==> src/rtl/multi_pwm_shadow_if.sv <==
// multi_pwm_shadow_if
//   Addressed duty-write port of multi_pwm_shadow.
//   Wr   : one-cycle write strobe
//   Addr : channel index (indices >= channel count are dropped by the block)
//   Ton  : duty value for the shadow register of channel Addr
//   master drives the port, slave (the PWM block) receives it.
interface multi_pwm_shadow_if #(
   parameter int ADDR_W     = 5,
   parameter int RESOLUTION = 10
);
   logic                  Wr;
   logic [ADDR_W-1:0]     Addr;
   logic [RESOLUTION-1:0] Ton;

   modport master (output Wr, Addr, Ton);
   modport slave  (input  Wr, Addr, Ton);
endinterface

==> src/rtl/multi_pwm_shadow.sv <==
// multi_pwm_shadow
//   Multi-channel PWM generator on one shared period counter. Each channel
//   has a shadow/active duty pair; shadows, the period top and the mode are
//   committed only on the edge that ends a period, so no partial period is
//   ever emitted.
//
//   Optional feature macro: MULTI_PWM_CENTER_EN
//     defined   -> Center port and up/down (center-aligned) counting exist
//     undefined -> edge-aligned counting only, no Center port
//
//   Ports
//     ClkIn     : clock, rising edge
//     nReset    : asynchronous active-low reset
//     wr_bus    : duty write port (Wr / Addr / Ton), slave side
//     Top       : period top value, sampled at each period boundary
//     oe        : per-channel output enable, takes effect one cycle later
//     Center    : 1 = center-aligned, sampled at period boundary (macro only)
//     PWMout    : registered PWM outputs
//     PeriodEnd : high during the last cycle of each period (combinational)
//     Pending   : channel holds a shadow duty not yet committed

// Per-channel shadow/active duty pair and registered comparator.
module multi_pwm_lane #(
   parameter int RESOLUTION = 10
) (
   input  logic                  clk,
   input  logic                  rst_n,
   input  logic                  wr,
   input  logic [RESOLUTION-1:0] ton,
   input  logic                  commit,
   input  logic [RESOLUTION-1:0] cnt,
   input  logic                  en,
   output logic                  pwm,
   output logic                  pending
);
   logic [RESOLUTION-1:0] shadow;
   logic [RESOLUTION-1:0] active;

   always_ff @(posedge clk or negedge rst_n) begin
      if (!rst_n) begin
         shadow  <= '0;
         active  <= '0;
         pending <= 1'b0;
         pwm     <= 1'b0;
      end else begin
         pwm <= en && (cnt < active);
         if (wr)
            shadow <= ton;
         if (commit) begin
            pending <= 1'b0;
            // a write landing on the commit edge bypasses the shadow stage
            if (wr)
               active <= ton;
            else if (pending)
               active <= shadow;
         end else if (wr) begin
            pending <= 1'b1;
         end
      end
   end
endmodule

module multi_pwm_shadow #(
   parameter int NB_PWM     = 24,
   parameter int RESOLUTION = 10,
   parameter int ADDR_W     = 5     // 2**ADDR_W must cover NB_PWM
) (
   input  logic                  ClkIn,
   input  logic                  nReset,
   multi_pwm_shadow_if.slave     wr_bus,
   input  logic [RESOLUTION-1:0] Top,
   input  logic [NB_PWM-1:0]     oe,
`ifdef MULTI_PWM_CENTER_EN
   input  logic                  Center,
`endif
   output logic [NB_PWM-1:0]     PWMout,
   output logic                  PeriodEnd,
   output logic [NB_PWM-1:0]     Pending
);
   localparam logic [RESOLUTION-1:0] ONE = RESOLUTION'(1);

   logic [RESOLUTION-1:0] cnt, cnt_nxt;
   logic [RESOLUTION-1:0] top_act;
   logic                  dir_down, dir_nxt;
   logic                  center_act;
   logic                  last;

   // ---- state register ----
   always_ff @(posedge ClkIn or negedge nReset) begin
      if (!nReset) begin
         cnt      <= '0;
         dir_down <= 1'b0;
         top_act  <= '1;
      end else begin
         cnt      <= cnt_nxt;
         dir_down <= dir_nxt;
         if (last)
            top_act <= Top;
      end
   end

`ifdef MULTI_PWM_CENTER_EN
   always_ff @(posedge ClkIn or negedge nReset) begin
      if (!nReset)
         center_act <= 1'b0;
      else if (last)
         center_act <= Center;
   end
`else
   assign center_act = 1'b0;
`endif

   // ---- next-state ----
   // Center mode turns around at top_act; the turnaround cycle already
   // counts as "down" so a top of 1 ends its period on that same cycle.
   always_comb begin
      cnt_nxt = cnt + ONE;
      dir_nxt = dir_down;
      if (last) begin
         cnt_nxt = '0;
         dir_nxt = 1'b0;
      end else if (center_act && (dir_down || cnt == top_act)) begin
         cnt_nxt = cnt - ONE;
         dir_nxt = 1'b1;
      end
   end

   // ---- output (period end) ----
   always_comb begin
      if (!center_act)
         last = (cnt == top_act);
      else if (top_act == '0)
         last = 1'b1;                 // counter parked at 0, 1-cycle period
      else
         last = (cnt == ONE) && (dir_down || top_act == ONE);
   end

   assign PeriodEnd = last;

   // ---- channel lanes ----
   for (genvar i = 0; i < NB_PWM; i++) begin : g_lane
      multi_pwm_lane #(.RESOLUTION(RESOLUTION)) u_lane (
         .clk     (ClkIn),
         .rst_n   (nReset),
         .wr      (wr_bus.Wr && (wr_bus.Addr == ADDR_W'(i))),
         .ton     (wr_bus.Ton),
         .commit  (last),
         .cnt     (cnt),
         .en      (oe[i]),
         .pwm     (PWMout[i]),
         .pending (Pending[i])
      );
   end
endmodule

==> src/flat_wrapper.sv <==
// flat-port wrapper written by rule: the top's interface ports become plain ports
module multi_pwm_shadow_flat 
#(
   parameter int NB_PWM     = 24,
   parameter int RESOLUTION = 10,
   parameter int ADDR_W     = 5                                   
)
  (ClkIn, nReset, Top, oe, PWMout, PeriodEnd, Pending, wr_bus_Wr, wr_bus_Addr, wr_bus_Ton);
  multi_pwm_shadow_if #(.ADDR_W(ADDR_W), .RESOLUTION(RESOLUTION)) wr_bus_i ();
  input  logic ClkIn;
  input  logic nReset;
  input  logic [RESOLUTION-1:0] Top;
  input  logic [NB_PWM-1:0] oe;
  output logic [NB_PWM-1:0] PWMout;
  output logic PeriodEnd;
  output logic [NB_PWM-1:0] Pending;
  input wire logic [$bits(wr_bus_i.Wr)-1:0] wr_bus_Wr;
  input wire logic [$bits(wr_bus_i.Addr)-1:0] wr_bus_Addr;
  input wire logic [$bits(wr_bus_i.Ton)-1:0] wr_bus_Ton;
  assign wr_bus_i.Wr = wr_bus_Wr;
  assign wr_bus_i.Addr = wr_bus_Addr;
  assign wr_bus_i.Ton = wr_bus_Ton;
  multi_pwm_shadow #(.NB_PWM(NB_PWM), .RESOLUTION(RESOLUTION), .ADDR_W(ADDR_W)) u_core (.ClkIn(ClkIn), .nReset(nReset), .wr_bus(wr_bus_i), .Top(Top), .oe(oe), .PWMout(PWMout), .PeriodEnd(PeriodEnd), .Pending(Pending));
endmodule
==> config.mk <==
export PLATFORM = sky130hd
export DESIGN_NAME = multi_pwm_shadow_flat
export DESIGN_NICKNAME = d
export VERILOG_FILES = /design/src/rtl/multi_pwm_shadow_if.sv /design/src/rtl/multi_pwm_shadow.sv /design/src/flat_wrapper.sv
export SDC_FILE = /design/constraint.sdc
export NUM_CORES = 1
export LEC_CHECK = 0
export ABC_CLOCK_PERIOD_IN_PS = 2900
export CAP_MARGIN = 10
export CORE_UTILIZATION = 50
export CTS_CLUSTER_SIZE = 10
export DETAILED_ROUTE_END_ITERATION = 16
export PLACE_DENSITY = 0.7
export SETUP_SLACK_MARGIN = 0.4
export SYNTH_ARGS = -nofsm -noshare
export SYNTH_HDL_FRONTEND = slang
export SYNTH_SLANG_ARGS = --single-unit
==> constraint.sdc <==
create_clock -name ClkIn -period 2.9 [get_ports ClkIn]
set_input_delay 0.435 -clock ClkIn [delete_from_list [all_inputs] [get_ports ClkIn]]
set_output_delay 0.435 -clock ClkIn [all_outputs]
set_load 0.1 [all_outputs]
# [Word level (Yosys, flattened, before mapping)]
# Cells that the tools add are included.
[word_totals] register_bits=548 output_inout_bits=49 word_cells=365
[classes] n_addsub=1 n_lt_le_gt_ge=24 eq_ne=24 n_mux=97 reduce_logical=121
[op_table] cell="10-bit 2-to-1 mux" count=49
[op_table] cell="10-bit < comparator" count=24
[op_table] cell="2-bit nonzero test" count=48
[op_table] cell="1-bit logical AND" count=48
[op_table] cell="1-bit 2-to-1 mux" count=48
[op_table] cell="2-bit AND reduction" count=24
[op_table] cell="5-bit by 4-bit == test with 1-bit output, second input constant" count=8
[op_table] cell="5-bit == test, second input constant" count=8
[op_table] cell="5-bit by 3-bit == test with 1-bit output, second input constant" count=4
[op_table] cell="10-bit by 1-bit adder with 10-bit output, second input constant" count=1
[op_table] cell="10-bit == test" count=1
[op_table] cell="5-bit by 2-bit == test with 1-bit output, second input constant" count=2
[op_table] cell="5-bit by 1-bit == test with 1-bit output, second input constant" count=1
[op_table] cell="5-bit zero test" count=1

# [Logic depth before layout (Yosys ltp)]
# Gate-level depths: netlist of run 1.
[depth] depth_word=4 depth_mapped=7 ltp_nobuf=6

# [Modules after synthesis]
# Synthesis of run 1 repeated with hierarchy kept, for this count alone.
[hier_totals] cells_unflattened=2233 area_unflattened_um2=25720.9
[by_module_without_submodules] mod="multi_pwm_lane" instances=24 cells_per_inst=88 area_per_inst_um2=1022.2 seq_area_each_um2=550.5
[by_module_without_submodules] mod="multi_pwm_shadow" instances=1 cells_per_inst=121 area_per_inst_um2=1187.4 seq_area_each_um2=513.0

# [Worst setup path before layout of run 1]
# OpenSTA, ideal clock, no wires.
[synth_path] path_kind="reg2out" from="reg u_core.cnt[6]" to="out PeriodEnd" arrival_ns=2.492 required_time_ns=2.465 slack_ns=-0.027 path_stages_with_launch=6 cell_sequence="dfrtp_1 xnor2_1 nand4_2 nor3_2 buf_2 buf_2"
[synth_between] elab_chain_len=1
[synth_lines] item="start: declaration" line_no="multi_pwm_shadow.sv:82" source="logic [RESOLUTION-1:0] cnt, cnt_nxt;"
[synth_lines] item="start signal: assignment" line_no="multi_pwm_shadow.sv:95" source="cnt <= cnt_nxt;"
[synth_lines] item="10-bit == test"
[synth_lines] item="end: declaration" line_no="flat_wrapper.sv:15" source="output logic PeriodEnd;"
# Every way passes these cells.

# [Worst setup path after layout of run 1]
[layout_path] from="reg u_core.top_act[4]" to="out PeriodEnd"
[layout_between] elab_chain_len=1
[layout_lines] item="start: declaration" line_no="multi_pwm_shadow.sv:83" source="logic [RESOLUTION-1:0] top_act;"
[layout_lines] item="start signal: assignment" line_no="multi_pwm_shadow.sv:98" source="top_act <= Top;"
[layout_lines] item="10-bit == test"
# Every way passes these cells.

==> metrics.cfg, run 1 <==
[finish]
final_area_um2=30500
drive_gt1_share_pct=34.4
fill_cells=4291
final_nets=2481
area_growth_pct=14.9
layout_common_cells=dfrtp_1 (529), mux2_2 (490), inv_1 (240)
layout_commonest_cell=dfrtp_1
post-route-util_pct=58.0

[synthesis]
ys_seq_area_share_pct=51.7
synth_area_leaders=dfrtp_1 (51%), mux2_2 (21%), ha_1 (10%)
synthDominantCellAreaShare_pct=50.7
synth_flop_cell=dfrtp_1
syn_area_um2=26500
synth.distinct_cells=37
yosys_register_bits=548
avgSynthCellArea_um2=13.0
synth_nets=2318
yosys_warnings=0
async_flop_share_pct=100
synth_edf_count=0
synthCells=2049
synth.largest_area_cell=dfrtp_1

[floorplanning]
die_x_um=232
num_rows=84
die_y_um=232
fp.dieArea_um2=54000
coreArea_um2=52600
ios=101
initial_core_util_pct=50.5

[timing]
slew_headroom_pct=53.3
skew_ns=0.0297
fmax_ghz=0.411
max_slew.worst_pin.slew_ns=0.700
drv_slew=0
rsz0062_at_grt=false
hold_viol=0
hold_slack_ns=0.398
period_minus_slack_ns=2.43
fin_tns_setup_ns=0
fin_crit_sh_pct=83.8
setup_viol=0

[global_route]
overflow=0
grt_pass1_vias=17300
grt_pass1_wl_mm=97.5
antenna_found_initial=1
grt.total_usage_pct=24.1
grt_max_degree=113

[power]
internal_power_mw=15.7
power_frac_clock_pct=30.6
vdd_drop_max_uv=693
swShare_pct=35.2
power.leakage_nw=14.3
p_comb_share_pct=31.7
p_per_area_nw_per_um2=793
pwr-share-seq_pct=37.7
power.switching_mw=8.50

[worst_hold_path]
hp-start=oe[1]
hold_depth=3
hold_path.class=in2reg

[worst_setup_path]
r2r-start=u_core.top_act[2]
start_kind=flip-flop
cp.arrival_ns=2.00
cp-end-kind=output pin
worstPathRequired_ns=2.47
critPathMaxFanout=2
path_class=reg2out
startpoint=u_core.top_act[4]
worstRegToRegCells=7

[flow_run]
max-cap-violations=0

[clock_network]
clkTransAtPathRegs_ns=0.05
clock_path_buffers=3
root_buffer=clkbuf_16
cts.sinks=548
clk_latency_ns=0.60
cts_buffers=66
cts_tree=yes
htreeDepth=3

[placement]
dp_hpwl_mm=37.8
port_buffers=100
place_area_um2=28500
place_congestion=0.847

[routing]
postRouteAntennaNets=0
drc=0
wl_per_cell_um=21.6
vias=16300
dr.first_iter.drc_count=969
drtPass1Iterations=8
viasPerCell=5.58
wirelength_mm=63.0

[outcome]
status=completed

[repair_timing]
action | in CTS | in global routing
setup endpoints to repair | 1 | 0
setup buffers | 5 | 0
hold buffers | 1 | 0
hold endpoints to repair | 57 | 0
resized for setup | 4 | 0
[per-layer routing]
layer	share of wire, %	vias up	global-route usage [%]
met5	0	-	0
met4	2.9	0	9.13
met3	4.9	109	4.15
met2	49	371	40.5
met1	44	8389	31.0
li1	-	7442	-
[synth_stat cells (24+ instances only)]
cell	number
nand4_1	50
clkbuf_1	35
a21o_1	36
mux2_2	490
dfrtp_1	538
a21oi_1	90
o21ai_0	36
buf_4	54
nand2b_1	24
ha_1	217
nor2_1	36
inv_1	240
nand2_1	40
[area by class of cell]
type / count / area (µm²) / share of cell area, %
diodes: 1 / 2.50 / 0.00821
clock buffers: 85 / 1810 / 5.95
clock inverters: 6 / 67.6 / 0.222
inverters: 240 / 901 / 2.95
multi-input cells: 1160 / 11400 / 37.3
flip-flops and latches: 548 / 13700 / 45.0
well taps: 688 / 861 / 2.82
repair buffers: 196 / 1730 / 5.68
[sequential cells by signal (all words and copies together), names as in the netlist]
register / flops
u_core.cnt: 10
u_core.g_lane.u_lane.shadow: 240
u_core.g_lane.u_lane.pwm: 24
u_core.g_lane.u_lane.active: 240
u_core.top_act: 10
u_core.g_lane.u_lane.pending: 24
[power by group through the flow]
stage	Clock, mW	Sequential, mW	Combinational [mW]
2_1_floorplan	0	9.28	5.43
3_3_place_gp	0	9.18	7.32
3_5_place_dp	0	9.22	7.61
4_1_cts	7.57	9.11	7.70
5_1_grt	7.88	9.20	8.37
6_report	7.41	9.11	7.66
[cell families (layout without fill, tap and decap cells)]
group                    count (synthesis)  in the layout  synth area share (%)
flip-flops                             548            548                  51.7
multiplexers                           490            490                  20.8
buffers and inverters                  341            527                  5.63
AND/OR/NAND/NOR                        231            231                  6.18
adder cells (fa/ha/maj)                217            217                  10.2
AO/OA/AOI/OAI                          204            204                  4.86
XOR/XNOR                                18             18                 0.594
other                                    0              1                     0
[final timing paths]
path,end,slack (ns)
worst max-delay path,PeriodEnd,0.47
worst min-delay path,u_core.g_lane[1].u_lane.pwm,0.40
worst min register to register,u_core.g_lane[11].u_lane.shadow[0],0.49
max in group asynchronous,u_core.g_lane[3].u_lane.shadow[4],1.42
worst max register to register,u_core.g_lane[13].u_lane.active[0],0.50
min in group asynchronous,u_core.g_lane[4].u_lane.shadow[9],0.41
[per-stage QoR]
step,setup WS [ns],power [mW],instances
5_1_grt,0.404,25.4,2923
4_1_cts,0.416,24.4,2923
3_5_place_dp,0.0248,16.8,2826
2_1_floorplan,0.444,14.7,2049
3_3_place_gp,0.169,16.5,2826
6_report,0.470,24.2,2924
[worst max-delay path: stages, from the launching register on]
cell and delay (ns):
dfstp_2 0.55, xnor2_2 0.14, nand4_4 0.19, nor3_4 0.31, buf_12 0.21
(Power assumes the default switching activity.)
==> inputs of run 2 (changes only) <==
ABC_CLOCK_PERIOD_IN_PS = 2550   (was 2900)
clock period = 2.55 ns   (was 2.9 ns; I/O delays follow)
==> metrics.cfg, run 2 (synthesized netlist as in run 1, its figures left out) <==
[outcome]
status=finished, violations left
violations=setup timing

[power]
pwr-share-seq_pct=37.5
power.switching_mw=9.84
p_per_area_nw_per_um2=858
power_frac_clock_pct=28.4
internal_power_mw=17.9
p_comb_share_pct=34.1
power.leakage_nw=15.1
totalPowerFinal_mw=27.7
swShare_pct=35.5
vdd_drop_max_uv=552

[worst_setup_path]
path_class=reg2out
r2r_slack_ns=0.06
cp.arrival_ns=2.21
r2r-start=u_core.top_act[6]
cp_slowest_cell=dfrtp_4
start_kind=flip-flop
worstPathRequired_ns=2.17
critPathMaxFanout=3
reg2reg_to=u_core.g_lane[20].u_lane.active[1]
worstRegToRegCells=10
cp-end-kind=output pin
path_cells=xnor2_2 > nand4_4 > buf_12 > nor3_4 > buf_6 > buf_12
path_common_cell=buf_12
critPathMaxStageDelay_ns=0.50

[timing]
hold_slack_ns=0.339
setup_viol=1
skew_ns=0.0183
period_minus_slack_ns=2.59
fin_tns_setup_ns=-0.0390
rsz0062_at_grt=true
slew_headroom_pct=55.3
drv_slew=0
hold_viol=0
max_slew.worst_pin.slew_ns=0.671
fmax_ghz=0.386
fin_ws_ns=-0.0390
fin_crit_sh_pct=102

[routing]
dr.first_iter.drc_count=897
drc=0
viasPerCell=5.59
drtPass1Iterations=5
wl_per_cell_um=22.3
postRouteAntennaNets=0
wirelength_mm=66.8
vias=16800

[placement]
dp_hpwl_mm=39.1
place_congestion=0.837
port_buffers=100
dp_slack_ns=-0.173

[clock_network]
cts_tree=yes
cts_buffers=61
clkTransAtPathRegs_ns=0.06
root_buffer=clkbuf_16
clk_latency_ns=0.62
clock_path_buffers=3
cts.sinks=548
htreeDepth=2

[global_route]
grtUsageMet3_pct=3.47
grt-busiest-layer=met2
grt_max_degree=73
grt.total_usage_pct=25.2
overflow=0
antenna_found_initial=0
grt_util_met2_pct=40.9
grt_pass1_wl_mm=103
grt_pass1_vias=17700
met1_usage_pct=35.2

[finish]
layout_commonest_cell=dfrtp_1
fill_cells=4002
multiInputGateArea_um2=12000
final_nets=2547
register_area_um2=13700
largestRegisters=u_core.g_lane.u_lane.active x240, u_core.g_lane.u_lane.shadow x240
area_growth_pct=21.8
layout_common_cells=dfrtp_1 (529), mux2_2 (352), inv_1 (240)
drive_gt1_share_pct=36.0

[flow_run]
max-cap-violations=0

[floorplanning]
die_x_um=232
fp.dieArea_um2=54000
ios=101
coreArea_um2=52600
die_y_um=232
num_rows=84
initial_core_util_pct=50.5

[worst_hold_path]
hold_path.class=in2async

[run 2: worst max-delay path by stage]
| stage | from | end | slack [ns] | cells after the start |
|---|---|---|---|---|
| floorplan | u_core.cnt[6] | u_core.g_lane[3].u_lane.active[0] | 0.22 | 4 |
| global route | u_core.cnt[7] | PeriodEnd | -0.11 | 6 |
| CTS | u_core.top_act[2] | PeriodEnd | -0.006 | 6 |
| global placement | wr_bus_Wr | u_core.g_lane[17].u_lane.active[6] | -0.10 | 7 |
| detailed placement | wr_bus_Wr | u_core.g_lane[17].u_lane.active[7] | -0.17 | 7 |
| finish | u_core.cnt[7] | PeriodEnd | -0.04 | 6 |
[run 2: power groups by stage]
stage	Clock (mW)	Combinational [mW]	Sequential, mW
after global routing	8.38	10.3	10.5
after floorplan	0	6.25	10.6
after detailed placement	0	8.81	10.6
after global placement	0	8.47	10.5
after CTS	8.02	9.27	10.4
final	7.87	9.47	10.4
[run 2: timing repair]
action	in CTS	in global routing
hold buffers	1	0
pin swaps	10	20
endpoints found under the hold margin	42	0
gates cloned	8	4
buffers inserted	13	12
gates resized for setup	138	63
setup endpoints to repair	179	242
[run 2: critical path, delay by kind of cell (launching register included)]
family,cells,cell delay (ns)
XOR/XNOR,1,0.20
buffers and inverters,3,0.50
flip-flops,1,0.50
AND/OR/NAND/NOR,2,0.38
[run 2: metal layers]
metal,vias up,routed length [µm]
li1,7581,-
met1,8741,30400
met2,367,31700
met3,94,3240
met4,0,1530
met5,-,0
[run 2: layout make-up]
| type | instances | share of cell area [%] |
|---|---|---|
| flip-flops and latches | 548 | 42.5 |
| diodes | 1 | 0.00774 |
| multi-input cells | 1160 | 37.1 |
| clock inverters | 2 | 0.0426 |
| inverters | 240 | 2.79 |
| repair buffers | 267 | 9.59 |
| well taps | 688 | 2.66 |
| clock buffers | 94 | 5.30 |
[run 2: per-stage QoR]
step / utilization (%) / instances / area, µm²
final: 61.5 / 3000 / 32300
after global routing: 61.5 / 2999 / 32300
after CTS: 60.7 / 2983 / 31900
after detailed placement: 55.9 / 2865 / 29400
after global placement: 55.9 / 2865 / 29400
after floorplan: - / 2049 / 26600
==> inputs of run 3 (changes only) <==
MAX_ROUTING_LAYER = met4   (was default)
SLEW_MARGIN = 15   (was default)
==> metrics.cfg, run 3 (synthesized netlist as in run 1, its figures left out) <==
[timing]
fin_ws_ns=-0.0437
fin_tns_setup_ns=-0.0437
max_slew.worst_pin.slew_ns=0.661
fin_crit_sh_pct=102
setup_viol=1
drv_slew=0
rsz0062_at_grt=true
skew_ns=0.0226
hold_viol=0
period_minus_slack_ns=2.59
fmax_ghz=0.386
hold_slack_ns=0.335
slew_headroom_pct=55.9

[finish]
final_cells=3000
layout_commonest_cell=dfrtp_1
register_area_um2=13700
fill_cells=4006
final_nets=2548
layout_common_cells=dfrtp_1 (529), mux2_2 (353), inv_1 (240)
largestRegisters=u_core.g_lane.u_lane.active x240, u_core.g_lane.u_lane.shadow x240
multiInputGateArea_um2=12000
area_growth_pct=21.8
drive_gt1_share_pct=36.1
diodes=0

[routing]
viasPerCell=5.59
wirelength_mm=66.8
dr.first_iter.drc_count=974
vias=16800
wl_per_cell_um=22.3
drtPass1Iterations=5
postRouteAntennaNets=0
drc=0

[outcome]
status=finished, violations left
violations=setup timing

[global_route]
grt_pass1_vias=17600
overflow=0
grt_pass1_wl_mm=103
antenna_found_initial=0
grt.total_usage_pct=26.0
grt_max_degree=73

[worst_setup_path]
r2r-start=u_core.top_act[6]
path_cells=xnor2_2 > nand4_4 > buf_12 > nor3_4 > buf_6 > buf_12
cp.arrival_ns=2.21
worstPathRequired_ns=2.17
cp_slowest_cell=dfrtp_4
start_kind=flip-flop
critPathTopFamily=buffers and inverters
startpoint=u_core.cnt[7]
path_common_cell=buf_12
critPathMaxStageDelay_ns=0.49
critPathMaxFanout=3
cp.buffers_inverters=3
path_class=reg2out
cp-end-kind=output pin

[floorplanning]
ios=101
coreArea_um2=52600
die_x_um=232
initial_core_util_pct=50.5
num_rows=84
fp.dieArea_um2=54000
die_y_um=232

[clock_network]
cts.sinks=548
cts_buffers=61
clkTransAtPathRegs_ns=0.06
htreeDepth=2
clk_latency_ns=0.63
root_buffer=clkbuf_16
clock_path_buffers=3
cts_tree=yes

[placement]
port_buffers=100
dpl.cell_count=2865
dp_hpwl_mm=39.1
place_congestion=0.853

[worst_hold_path]
hold_path.class=in2async

[flow_run]
max-cap-violations=0

[power]
p_per_area_nw_per_um2=858
vdd_drop_max_uv=552
power.leakage_nw=15.1

==> run 3: changes by cell type in the layout (fill, tap and decap cells not counted), sizes merged <==
| cell | previous run | this run |
|---|---|---|
| diode | 1 | 0 |
| buf | 211 | 212 |
==> run 3: final cells by class <==
class	instances	area share, %
flip-flops and latches	548	42.5
multi-input cells	1160	37.1
repair buffers	268	9.60
clock buffers	94	5.30
inverters	240	2.79
well taps	688	2.66
clock inverters	2	0.0426
==> run 3: routing by layer <==
layer	track usage, %	part of all wire, %	up-vias
li1	-	-	7588
met1	35.4	46	8721
met2	40.9	47	370
met3	3.30	4.6	96
met4	7.46	2.3	0
met5	-	0	-
==> run 3: worst paths after layout <==
kind / end / slack [ns] / cells after the start
worst min-delay path: u_core.g_lane[20].u_lane.shadow[5] / 0.33 / 2
min in group ClkIn: u_core.g_lane[21].u_lane.pwm / 0.35 / 3
max in group asynchronous: u_core.g_lane[5].u_lane.active[7] / 1.40 / 3
worst max-delay path: PeriodEnd / -0.04 / 6
worst min register to register: u_core.g_lane[2].u_lane.shadow[2] / 0.49 / 1
worst max register to register: u_core.g_lane[20].u_lane.active[1] / 0.06 / 10
==> run 3: worst register-to-register path: stages, from the launching register on <==
cell	delay [ns]
dfstp_2	0.55
xnor2_2	0.13
nand4_4	0.17
buf_16	0.17
buf_4	0.14
buf_16	0.15
buf_8	0.13
nor4_4	0.28
buf_4	0.17
clkbuf_16	0.14
mux2_2	0.32
==> run 3: where the power goes <==
group / switching, mW / total (mW) / leakage, nW / internal (mW)
clock: 3.34 / 7.87 / 0.833 / 4.53
combinational: 5.98 / 9.47 / 7.04 / 3.49
sequential: 0.516 / 10.4 / 7.23 / 9.88
total: 9.83 / 27.7 / 15.1 / 17.9
==> run 3: per-stage QoR <==
step                setup slack (ns)  util, %  instance area [µm²]  power (mW)
floorplan                      0.218        -                26600        16.8
global placement              -0.105     55.9                29400        19.0
detailed placement            -0.173     55.9                29400        19.4
CTS                         -0.00620     60.7                31900        27.7
global route                  -0.106     61.5                32300        29.1
finish                       -0.0437     61.5                32300        27.7
==> run 3: repair_timing <==
action / in CTS / in global routing
endpoints found under the setup margin: 179 / 242
hold endpoints to repair: 42 / 0
hold buffers: 1 / 0
cloned: 8 / 4
buffers inserted: 13 / 13
resized for setup: 138 / 64
pin swaps: 10 / 21
